`src/rtl/fpu_issue_pkg.sv`:
```
`default_nettype none
// ============================================================================
//  Module   : fpu_issue_pkg
//  Purpose  : Shared types and constants for the FPU issue front end.
//             Holds the opcode encoding, the response-credit depth, the FPU
//             pipeline latency, the result flag bit positions and the
//             result classification helper.
//  Revision : 1.0  initial release
// ============================================================================
package fpu_issue_pkg;

    typedef enum logic [2:0] {
        OP_ADD  = 3'b000,
        OP_SUB  = 3'b001,
        OP_MUL  = 3'b010,
        OP_DIV  = 3'b011,
        OP_PASS = 3'b100,
        OP_NOP  = 3'b111
    } fpu_op_e;

    // Response queue depth; it is also the number of issue credits.
    localparam int RSP_DEPTH = 4;
    // Cycles from operands leaving this block to the FPU result register.
    localparam int FPU_LAT   = 2;

    // Bit positions inside rsp_flags.
    localparam int FLAG_NAN  = 3;
    localparam int FLAG_INF  = 2;
    localparam int FLAG_ZERO = 1;
    localparam int FLAG_ILL  = 0;

    // Classify a single-precision result and mark opcodes outside the
    // defined set. Denormals are deliberately not reported as zero.
    function automatic logic [3:0] classify(input logic [31:0] res,
                                            input logic [2:0]  op);
        logic [7:0]  exp_f;
        logic [22:0] man_f;
        logic [3:0]  flags;
        exp_f = res[30:23];
        man_f = res[22:0];
        flags = 4'b0000;
        flags[FLAG_NAN]  = (exp_f == 8'hFF) && (man_f != 23'd0);
        flags[FLAG_INF]  = (exp_f == 8'hFF) && (man_f == 23'd0);
        flags[FLAG_ZERO] = (exp_f == 8'h00) && (man_f == 23'd0);
        flags[FLAG_ILL]  = (op > OP_PASS);
        return flags;
    endfunction

endpackage : fpu_issue_pkg
`default_nettype wire

```
`src/rtl/fpu_issue_fifo.sv`:
```
`default_nettype none
// ============================================================================
//  Module   : fpu_issue_fifo
//  Purpose  : Synchronous FIFO, first-word-fall-through read port.
//             Pointers are log2(DEPTH) bits and wrap naturally; full/empty
//             are derived from a separate occupancy counter.
//  Ports    : clk, rst        clock, synchronous active-high reset
//             push, din       write strobe and data
//             pop, dout       read strobe and head data
//             full, empty     occupancy status
//             count           number of stored entries
//  Revision : 1.0  initial release
// ============================================================================
module fpu_issue_fifo #(
    parameter int WIDTH = 8,
    parameter int DEPTH = 4
) (
    input  logic                     clk,
    input  logic                     rst,
    input  logic                     push,
    input  logic [WIDTH-1:0]         din,
    input  logic                     pop,
    output logic [WIDTH-1:0]         dout,
    output logic                     full,
    output logic                     empty,
    output logic [$clog2(DEPTH):0]   count
);

    localparam int c_PTR_W = $clog2(DEPTH);
    localparam int c_CNT_W = $clog2(DEPTH) + 1;

    logic [WIDTH-1:0]   r_mem [DEPTH];
    logic [c_PTR_W-1:0] r_wr_ptr;
    logic [c_PTR_W-1:0] r_rd_ptr;
    logic [c_CNT_W-1:0] r_count;

    logic w_do_push;
    logic w_do_pop;

    // A pop frees a slot on the same edge, so a full FIFO still takes a push
    // that coincides with a pop.
    assign w_do_pop  = pop && (r_count != '0);
    assign w_do_push = push && ((r_count != c_CNT_W'(DEPTH)) || w_do_pop);

    always_ff @(posedge clk) begin
        if (w_do_push) begin
            r_mem[r_wr_ptr] <= din;
        end
    end

    always_ff @(posedge clk) begin
        if (rst) begin
            r_wr_ptr <= '0;
            r_rd_ptr <= '0;
            r_count  <= '0;
        end else begin
            if (w_do_push) begin
                r_wr_ptr <= r_wr_ptr + c_PTR_W'(1);
            end
            if (w_do_pop) begin
                r_rd_ptr <= r_rd_ptr + c_PTR_W'(1);
            end
            case ({w_do_push, w_do_pop})
                2'b10:   r_count <= r_count + c_CNT_W'(1);
                2'b01:   r_count <= r_count - c_CNT_W'(1);
                default: r_count <= r_count;
            endcase
        end
    end

    assign dout  = r_mem[r_rd_ptr];
    assign full  = (r_count == c_CNT_W'(DEPTH));
    assign empty = (r_count == '0);
    assign count = r_count;

endmodule : fpu_issue_fifo
`default_nettype wire

```
`src/rtl/fpu_issue_ctrl.sv`:
```
`default_nettype none
// ============================================================================
//  Module   : fpu_issue_ctrl
//  Purpose  : Request-side front end for the single-precision FPU. Queues
//             tagged requests, issues one per cycle into the handshake-less
//             FPU, tracks them through a 2-stage shadow pipe and returns the
//             results in order with their tags.
//  Config   : FPU_ISSUE_FLAGS_EN - when defined, per-entry result flags
//             {nan, inf, zero, illegal_op} are produced; otherwise rsp_flags
//             is tied to zero and no flag logic is built.
//  Ports    : clk, rst                     clock, sync active-high reset
//             req_valid/ready, req_a/b,
//             req_op, req_tag              request handshake and payload
//             fpu_a/b, fpu_opcode          registered FPU inputs
//             fpu_result                   registered FPU output
//             rsp_valid/ready, rsp_result,
//             rsp_tag, rsp_flags           response handshake and payload
//  Revision : 1.0  initial release
// ============================================================================
module fpu_issue_ctrl
    import fpu_issue_pkg::*;
#(
    parameter int DEPTH = 4,
    parameter int TAG_W = 4
) (
    input  logic              clk,
    input  logic              rst,
    input  logic              req_valid,
    output logic              req_ready,
    input  logic [31:0]       req_a,
    input  logic [31:0]       req_b,
    input  logic [2:0]        req_op,
    input  logic [TAG_W-1:0]  req_tag,
    output logic [31:0]       fpu_a,
    output logic [31:0]       fpu_b,
    output logic [2:0]        fpu_opcode,
    input  logic [31:0]       fpu_result,
    output logic              rsp_valid,
    input  logic              rsp_ready,
    output logic [31:0]       rsp_result,
    output logic [TAG_W-1:0]  rsp_tag,
    output logic [3:0]        rsp_flags
);

    localparam int c_REQ_W     = 32 + 32 + 3 + TAG_W;
`ifdef FPU_ISSUE_FLAGS_EN
    localparam int c_RSP_W     = 32 + TAG_W + 4;
`else
    localparam int c_RSP_W     = 32 + TAG_W;
`endif
    localparam int c_REQ_CNT_W = $clog2(DEPTH) + 1;
    localparam int c_RSP_CNT_W = $clog2(RSP_DEPTH) + 1;
    localparam int c_CREDIT_W  = $clog2(RSP_DEPTH + FPU_LAT) + 1;

    // ------------------------------------------------------------------
    // Request queue
    // ------------------------------------------------------------------
    logic                   w_req_push;
    logic [c_REQ_W-1:0]     w_req_din;
    logic [c_REQ_W-1:0]     w_req_dout;
    logic                   w_req_full;
    logic                   w_req_empty;
    logic [c_REQ_CNT_W-1:0] w_req_count;
    logic                   w_issue;

    logic [31:0]            w_head_a;
    logic [31:0]            w_head_b;
    logic [2:0]             w_head_op;
    logic [TAG_W-1:0]       w_head_tag;

    assign req_ready  = !w_req_full;
    assign w_req_push = req_valid && req_ready;
    assign w_req_din  = {req_a, req_b, req_op, req_tag};

    fpu_issue_fifo #(
        .WIDTH (c_REQ_W),
        .DEPTH (DEPTH)
    ) u_req_fifo (
        .clk   (clk),
        .rst   (rst),
        .push  (w_req_push),
        .din   (w_req_din),
        .pop   (w_issue),
        .dout  (w_req_dout),
        .full  (w_req_full),
        .empty (w_req_empty),
        .count (w_req_count)
    );

    assign w_head_a   = w_req_dout[c_REQ_W-1 -: 32];
    assign w_head_b   = w_req_dout[c_REQ_W-33 -: 32];
    assign w_head_op  = w_req_dout[TAG_W +: 3];
    assign w_head_tag = w_req_dout[TAG_W-1:0];

    // ------------------------------------------------------------------
    // Credit-based issue. Every op in the shadow pipe or waiting in the
    // response queue holds one credit, so a result arriving from the FPU
    // always finds a free response slot even with rsp_ready held low.
    // ------------------------------------------------------------------
    logic                   r_s1_valid;
    logic [TAG_W-1:0]       r_s1_tag;
    logic                   r_s2_valid;
    logic [TAG_W-1:0]       r_s2_tag;
`ifdef FPU_ISSUE_FLAGS_EN
    logic [2:0]             r_s1_op;
    logic [2:0]             r_s2_op;
`endif

    logic [31:0]            r_fpu_a;
    logic [31:0]            r_fpu_b;
    logic [2:0]             r_fpu_opcode;

    logic                   w_rsp_push;
    logic                   w_rsp_pop;
    logic [c_RSP_W-1:0]     w_rsp_din;
    logic [c_RSP_W-1:0]     w_rsp_dout;
    logic                   w_rsp_full;
    logic                   w_rsp_empty;
    logic [c_RSP_CNT_W-1:0] w_rsp_count;
    logic [c_CREDIT_W-1:0]  w_credit_used;

    assign w_credit_used = c_CREDIT_W'(r_s1_valid) + c_CREDIT_W'(r_s2_valid)
                         + c_CREDIT_W'(w_rsp_count);
    assign w_issue = !w_req_empty
                  && (w_credit_used < c_CREDIT_W'(RSP_DEPTH))
                  && !w_rsp_full;

    always_ff @(posedge clk) begin
        if (rst) begin
            r_fpu_a      <= '0;
            r_fpu_b      <= '0;
            r_fpu_opcode <= OP_NOP;
            r_s1_valid   <= 1'b0;
            r_s1_tag     <= '0;
            r_s2_valid   <= 1'b0;
            r_s2_tag     <= '0;
`ifdef FPU_ISSUE_FLAGS_EN
            r_s1_op      <= OP_NOP;
            r_s2_op      <= OP_NOP;
`endif
        end else begin
            // Operands hold when idle; only the opcode returns to NOP.
            if (w_issue) begin
                r_fpu_a      <= w_head_a;
                r_fpu_b      <= w_head_b;
                r_fpu_opcode <= w_head_op;
            end else begin
                r_fpu_opcode <= OP_NOP;
            end
            r_s1_valid <= w_issue;
            r_s1_tag   <= w_head_tag;
            r_s2_valid <= r_s1_valid;
            r_s2_tag   <= r_s1_tag;
`ifdef FPU_ISSUE_FLAGS_EN
            r_s1_op    <= w_head_op;
            r_s2_op    <= r_s1_op;
`endif
        end
    end

    assign fpu_a      = r_fpu_a;
    assign fpu_b      = r_fpu_b;
    assign fpu_opcode = r_fpu_opcode;

    // ------------------------------------------------------------------
    // Response queue. s2 lines up with the FPU result register.
    // ------------------------------------------------------------------
    assign w_rsp_push = r_s2_valid;
    assign w_rsp_pop  = rsp_valid && rsp_ready;

`ifdef FPU_ISSUE_FLAGS_EN
    assign w_rsp_din  = {fpu_result, r_s2_tag, classify(fpu_result, r_s2_op)};
`else
    assign w_rsp_din  = {fpu_result, r_s2_tag};
`endif

    fpu_issue_fifo #(
        .WIDTH (c_RSP_W),
        .DEPTH (RSP_DEPTH)
    ) u_rsp_fifo (
        .clk   (clk),
        .rst   (rst),
        .push  (w_rsp_push),
        .din   (w_rsp_din),
        .pop   (w_rsp_pop),
        .dout  (w_rsp_dout),
        .full  (w_rsp_full),
        .empty (w_rsp_empty),
        .count (w_rsp_count)
    );

    // Payload is forced to zero while empty so unwritten storage never shows.
    assign rsp_valid  = !w_rsp_empty;
    assign rsp_result = rsp_valid ? w_rsp_dout[c_RSP_W-1 -: 32] : 32'd0;
`ifdef FPU_ISSUE_FLAGS_EN
    assign rsp_tag    = rsp_valid ? w_rsp_dout[4 +: TAG_W] : '0;
    assign rsp_flags  = rsp_valid ? w_rsp_dout[3:0] : 4'b0000;
`else
    assign rsp_tag    = rsp_valid ? w_rsp_dout[TAG_W-1:0] : '0;
    assign rsp_flags  = 4'b0000;
`endif

    // Invariants of the credit scheme; ignored by synthesis.
    always_ff @(posedge clk) begin
        if (!rst) begin
            assert (!(w_rsp_push && w_rsp_full && !w_rsp_pop));
            assert (w_req_count <= c_REQ_CNT_W'(DEPTH));
        end
    end

endmodule : fpu_issue_ctrl
`default_nettype wire
```
`config.mk`:
```
export PLATFORM = sky130hd
export DESIGN_NAME = fpu_issue_ctrl
export DESIGN_NICKNAME = d
export VERILOG_FILES = /design/src/rtl/fpu_issue_pkg.sv /design/src/rtl/fpu_issue_fifo.sv /design/src/rtl/fpu_issue_ctrl.sv
export SDC_FILE = /design/constraint.sdc
export NUM_CORES = 1
export LEC_CHECK = 0
export BUFFER_PORTS_ARGS = -buffer_cell sky130_fd_sc_hd__buf_2
export CORE_ASPECT_RATIO = 1.1
export CORE_MARGIN = 2
export CORE_UTILIZATION = 40
export DETAILED_ROUTE_END_ITERATION = 7
export PLACE_DENSITY_LB_ADDON = 0.15
export SETUP_SLACK_MARGIN = 0.1
export SLEW_MARGIN = 25
export SYNTH_ARGS = -nofsm -noshare
export SYNTH_HDL_FRONTEND = slang
export SYNTH_SLANG_ARGS = --single-unit
```
`constraint.sdc`:
```
create_clock -name clk -period 2.65 [get_ports clk]
set_input_delay 0.265 -clock clk [delete_from_list [all_inputs] [get_ports clk]]
set_output_delay 0.265 -clock clk [all_outputs]
set_load 0.1 [all_outputs]
```
==> results of run 1 <==
## final cells by class
type | instances | area, µm²
clock inverter | 23 | 247.7
tap | 645 | 807.0
fill | 3958 | 23490
antenna | 2 | 5.005
timing repair buffer | 346 | 2628
inverter | 15 | 61.31
clock buffer | 76 | 1474
sequential | 523 | 14770
multi-input combinational | 420 | 4131
## kinds of logic (layout without fill, tap and decap cells)
family / after synthesis / count (layout)
DFF: 523 / 523
and+or+nand+nor: 210 / 210
muxes: 108 / 108
AOI/OAI and AO/OA: 76 / 76
buffers and inverters: 72 / 460
adders and majority gates: 13 / 13
xor gates and xnor gates: 9 / 9
other: 1 / 6
## worst min path at each step
stage                     slack (ns)  depth (start not counted)        start                endpoint
after floorplan                 0.36                          0   req_tag[0]  u_req_fifo.r_mem[0][0]
after global placement          0.42                          1  r_s1_tag[1]             r_s2_tag[1]
after detailed placement        0.42                          1  r_s1_tag[1]             r_s2_tag[1]
after CTS                        0.1                          4    rsp_ready                    flop
after global routing            0.15                          4    req_valid  u_req_fifo.r_wr_ptr[1]
final                           0.12                          4    rsp_ready                    flop
## placed cells by master (no fill, tap or decap), drive strengths merged
cell type / netlist / layout
edfxtp: 428 / 428
buf: 31 / 234
nand2: 130 / 130
mux4: 107 / 107
dlygate4sd3: 0 / 103
dfxtp: 95 / 95
clkbuf: 26 / 85
a21oi: 70 / 70
and2: 42 / 42
clkinv: 1 / 17
nor2: 15 / 15
inv: 14 / 14
ha: 11 / 11
nor2b: 9 / 9
or3: 7 / 7
xor2: 5 / 5
bufinv: 0 / 5
and3: 4 / 4
xnor2: 4 / 4
conb: 1 / 4
o21ai: 3 / 3
diode: 0 / 2
clkinvlp: 0 / 2
fa: 2 / 2
a21o: 1 / 1
nor3: 1 / 1
a211o: 1 / 1
or3b: 1 / 1
o41a: 1 / 1
nand3: 1 / 1
mux2i: 1 / 1
## layer usage
| metal | up-vias | global-route usage | wire length, µm |
|---|---|---|---|
| met2 | 217 | 0.2827 | 20230 |
| met3 | 55 | 0.03830 | 2301 |
| met5 | - | 0 | 13 |
| met1 | 5072 | 0.2036 | 16770 |
| li1 | 4592 | - | - |
| met4 | 2 | 0.05135 | 777 |
## synth_stat cells, types with 2 or more instances
library cell,count,area [µm²]
a21oi_1,60,300.3
buf_2,12,60.06
xor2_1,5,43.79
nand2_1,120,450.4
inv_1,14,52.55
mux4_2,107,2410
buf_8,2,30.03
xnor2_1,4,35.03
a21oi_2,10,87.58
clkbuf_1,25,93.84
buf_4,7,52.55
ha_1,11,137.6
nor2b_1,9,56.30
and2_1,42,262.8
nand2_2,10,62.56
edfxtp_1,428,12850
o21ai_0,3,15.01
nor2_1,15,56.30
or3_1,7,43.79
and3_1,4,25.02
buf_6,7,78.83
dfxtp_1,95,1902
fa_1,2,40.04
buf_1,3,11.26
## worst register-to-register path: stages, from the launching register on
cell and delay (ns):
dfxtp_4 0.36, ha_1 0.28, a21o_1 0.18, a211o_2 0.32
clkinv_4 0.06, ha_2 0.18, inv_1 0.05, fa_2 0.33
xor2_1 0.15, or3_1 0.30, a21oi_1 0.14
## stage by stage
step	utilization	total power, mW
floorplan	-	18.77
global placement	0.4469	20.71
detailed placement	0.4469	20.77
CTS	0.5057	28.38
global route	0.5066	29.24
finish	0.5066	28.01
## where the power goes
part	switching, mW	leakage, nW	internal (mW)
registers	0.536	4.69	10.1
clock network	2.98	0.836	4.35
logic	7.53	2.84	2.52
total	11.1	8.37	17.0
## what timing repair did
item,4_1_cts,5_1_grt
pin swaps,0,1
endpoints found under the hold margin,412,0
endpoints found under the setup margin,23,22
cloned,1,0
gates resized for setup,5,26
hold buffers,103,0
setup buffers,0,0
## state kept, by name, indices dropped and copies added (netlist names), named ones only
register and count:
u_rsp_fifo.r_rd_ptr 2, u_rsp_fifo.r_mem 144, u_rsp_fifo.r_wr_ptr 2, r_s1_tag 4
fpu_a 32, u_req_fifo.r_rd_ptr 2, r_s1_valid 1, u_req_fifo.r_mem 284
u_rsp_fifo.count 3, u_req_fifo.count 3, r_s2_valid 1, u_req_fifo.r_wr_ptr 2
fpu_b 32, fpu_opcode 3, r_s2_tag 4
==> run metrics, run 1 <==
outcome finished, final reports clean; number of nets with antenna violations after detailed routing 0; layout cell share with drive strength beyond 1 0.3293; top fanout value on the critical path 18; final net count 1479; mux contribution to synthesized area 0.1258; buffer and inverter count on the worst path 2; count of TritonRoute iterations in the first routing pass 6; r2r worst-path depth 10; worst setup slack after layout 0.1723 ns; num ports 216; Rel. slew slack 0.4907; WL per Instance 19.56 µm; Gate Count Post-Synth 1012; DR DRC count 0; total clock buffers created by CTS 53; largest stage delay on the critical path 0.51 ns; worst-case clock buffer depth 3; Max VDD drop 0.8286 mV; reg-to-reg setup timing slack 0.22 ns; vias post-DR 9938; Post-Synthesis Mean Instance Area 19.01 µm²; Worst R2R Start u_rsp_fifo.count[0]; Synth Area in XOR/XNOR 0.004098; cell area after technology mapping 19230 µm²; area post-placement 21280 µm²; async set or reset register ratio after synthesis 0; number of distinct library cell variants in the gate-level netlist after synthesis 34; post-route clock skew 0.02416 ns; classification of the worst-slack hold path input port to flop; setup repair after global routing missed its margin yes; number of antenna violations at the first check in global routing 3; Levels on crit path 4; final cell count without fillers 2050; All-Layer GR Usage 0.1634; via count of the first global-routing pass 10550; final hold slack 0.1238 ns; worst setup slack before clock tree synthesis 0.1648 ns; sinks on the clock net 523; adder-cell share of the synthesized area 0.009238; Iteration-0 DRC Markers 521; total negative slack for setup checks 0 ns; FMAX 0.4036 GHz; Cells after DPL 1845; r2r endpoint u_req_fifo.count[2]; CTS tree done; startpoint type of the worst setup path flop; static leakage 8.367 nW; register area share after synthesis 0.7671; half-perimeter wire length after detailed placement 22840 µm; slowest cell on the critical path mux4_2; startpoint-to-endpoint class of the critical path flop to output port; number of maximum-capacitance violations 0; htree depth 2; final number of hold-violating endpoints 0; Post-Route WL 40090 µm; number of max-slew violations in the final report 0; Die W 213.1 µm; Port Buffer Count 211; number of standard-cell rows in the floorplan 84; CP top delay family buffers and inverters; synthesis-to-layout area growth 25.42%; Req. time, crit path 2.38 ns; Critical Path AT 2.21 ns; Die Height 234.0 µm; post-synthesis sequential element count 523; final global-route overflow total 0; source-to-sink clock delay at the later pin of the worst-skew pair 0.59 ns; clock transition time at the flip-flop clock pins of the worst setup and hold paths 0.06 ns; routability cong. 0.6813; DIE AREA 49860 µm²; number of enable-type register cells in the synthesized netlist 428; Least-Margin Pin Slew 0.7639 ns; initial core utilization 0.4040; root buffer cell clkbuf_16; detailed-route vias per instance 4.848; Tcrit/Tclk final 0.9350; main combinational cell family by area after synthesis multiplexers; Worst Setup End Kind output port; final setup violation count 0; Yosys warning count 0; first-pass GRT wire length 61020 µm; summed area of non-filler cells in the final layout 24120 µm²; Tmin final 2.478 ns; dominant register cell in the synthesized netlist edfxtp_1; post-synthesis compound-gate area fraction 0.02238; Synth Area in Simple Gates 0.05074; critical-path cell list buf_12 -> mux4_2 -> and2_1 -> buf_2; area of the core 47610 µm²; maximum number of pins on one net before global-route repair 66; last element of the critical path rsp_result[26]; PwrDens 1161 nW/µm²
(Power assumes the default switching activity.)
==> run 2: changes to the inputs <==
PLACE_DENSITY_LB_ADDON = default   (was 0.15)
==> run 2 against run 1 <==
Register-to-register slack about the same. Clock skew decreased by 0.0049 ns. Critical path depth increased by 6. Clock-buffer cell count decreased by 9. Highest routed layer unchanged. Worst setup slack improved by 0.061 ns. Sequential share of layout area decreased by 0.93 points. Clock power decreased by 3.5%. Die area unchanged. Cell area increased by 1.6%. Power increased by 1.2%.
==> run metrics, run 2 (synthesized netlist as in run 1, its figures left out) <==
routability cong. 0.7040; number of flip-flops under the largest register name 284; uppermost routed layer met5; top flop regs u_req_fifo.r_mem (284), u_rsp_fifo.r_mem (144); beginning of the critical path u_rsp_fifo.count[0]; Tmin final 2.417 ns; synthesis-to-layout area growth 27.36%; CTS tree done; startpoint-to-endpoint class of the critical path flop to flop; total clock buffers created by CTS 51; count of TritonRoute iterations in the first routing pass 5; first-pass GRT wire length 60620 µm; source-to-sink clock delay at the later pin of the worst-skew pair 0.59 ns; Most flops, register u_req_fifo.r_mem; static leakage 8.454 nW; detailed-route vias per instance 4.880; FMAX 0.4138 GHz; critical-path cell list ha_1 -> a21o_1 -> a211o_4 -> clkinv_4 -> ha_4 -> inv_1 -> fa_2 -> xor2_1 -> or3_1 -> a21oi_2; startpoint of the most critical hold path rsp_ready; setup repair after global routing missed its margin yes; final cell count without fillers 2053; final hold slack 0.1188 ns; classification of the worst-slack hold path input port to flop; area used by multi-input combinational logic 4148 µm²; Least-Margin Pin Slew 0.9511 ns; slowest cell on the critical path dfxtp_4; maximum number of pins on one net before global-route repair 71; area occupied by registers 14770 µm²; WL per Instance 19.28 µm; final number of hold-violating endpoints 0; Worst Setup End Kind flop; num ports 216; PwrDens 1158 nW/µm²; half-perimeter wire length after detailed placement 22950 µm; final net count 1482; routed length on met1 16350 µm; DR DRC count 0; number of max-slew violations in the final report 0; htree depth 2; largest stage delay on the critical path 0.36 ns; area of the core 47610 µm²; Iteration-0 DRC Markers 498; Post-Route WL 39570 µm; top fanout value on the critical path 5; commonest non-fill, non-tap cells in the layout 428 x edfxtp_1, 174 x buf_2, 120 x nand2_1, 107 x mux4_2, 103 x dlygate4sd3_1; Rel. slew slack 0.3659; routed wire length on met2 20040 µm; Worst R2R Start u_rsp_fifo.count[0]; Cells after DPL 1845; Max VDD drop 0.9483 mV; Die Height 234.0 µm; layout cell share with drive strength beyond 1 0.3274; sinks on the clock net 523; post-route clock skew 0.01926 ns; final global-route overflow total 0; Req. time, crit path 3.16 ns; Port Buffer Count 211; number of antenna violations at the first check in global routing 4; clock transition time at the flip-flop clock pins of the worst setup and hold paths 0.06 ns; Critical Path AT 2.92 ns; number of standard-cell rows in the floorplan 84; most common cell after layout, fill and taps aside edfxtp_1; via count of the first global-routing pass 10540; final setup violation count 0; All-Layer GR Usage 0.1613; initial core utilization 0.4040; number of maximum-capacitance violations 0; total negative slack for setup checks 0 ns; number of nets with antenna violations after detailed routing 0; wire length on met3 2477 µm; DIE AREA 49860 µm²; vias post-DR 10020; worst setup slack before clock tree synthesis 0.2072 ns; Tcrit/Tclk final 0.9119; final-layout fill cell count 3910; worst setup slack after layout 0.2334 ns; outcome finished, final reports clean; Die W 213.1 µm; startpoint type of the worst setup path flop; worst-case clock buffer depth 3; root buffer cell clkbuf_16
==> run 2: cell types whose count changed in the layout (fill, tap and decap cells not counted), sizes merged <==
cell / change
clkinvlp: -2
bufinv: -1
clkbuf: -18
inv: +1
buf: +14
diode: +1
clkinv: +8
==> run 2: path summary, 6_finish.rpt <==
path	cells after the start	end	slack, ns
worst max-delay path	10	u_req_fifo.count[2]	0.23
worst min-delay path	4	u_rsp_fifo.r_rd_ptr[1]	0.12
worst max register to register	10	u_req_fifo.count[2]	0.23
worst min register to register	1	r_s2_tag[1]	0.43
==> run 2: report_power, final <==
| part | leakage [nW] | internal [mW] | total [mW] | switching, mW |
|---|---|---|---|---|
| combinational | 2.95 | 3.05 | 10.7 | 7.60 |
| clock | 0.808 | 4.09 | 7.07 | 2.99 |
| sequential | 4.69 | 10.1 | 10.6 | 0.541 |
| total | 8.45 | 17.2 | 28.4 | 11.1 |
==> run 2: routing by layer <==
metal,global-route usage,up-vias
li1,-,4596
met1,0.1995,5139
met2,0.2820,223
met3,0.04379,59
met4,0.03846,2
met5,0,-
==> run 2: layout make-up <==
type	instances	area share
Sequential cell	523	0.6029
Multi-Input combinational cell	420	0.1693
Clock inverter	29	0.01032
Timing Repair Buffer	351	0.1250
Clock buffer	67	0.05670
Inverter	15	0.002503
Antenna cell	3	0.0003065
Tap cell	645	0.03295
==> run 2: metrics by stage <==
stage	cell area [µm²]	power, mW	util
2_1_floorplan	19260	18.77	-
3_3_place_gp	21750	21.34	0.4567
3_5_place_dp	21750	21.43	0.4567
4_1_cts	24420	28.69	0.5129
5_1_grt	24500	29.59	0.5145
6_report	24500	28.36	0.5145
==> run 2: critical path, delay by kind of cell, from the launching register on <==
kind / cells / cell delay [ns]
flops: 1 / 0.36
buf+inv: 2 / 0.11
simple gates: 1 / 0.36
fa+ha+maj: 3 / 0.73
compound gates: 3 / 0.65
xor+xnor: 1 / 0.15
==> run 2: what timing repair did <==
action                                  in CTS  in global routing
endpoints found under the setup margin      27                 17
hold endpoints to repair                   412                  0
gates resized for setup                      1                  5
cloned                                       0                  0
setup buffers                                0                  6
pin swaps                                    0                  3
hold buffers                               103                  0
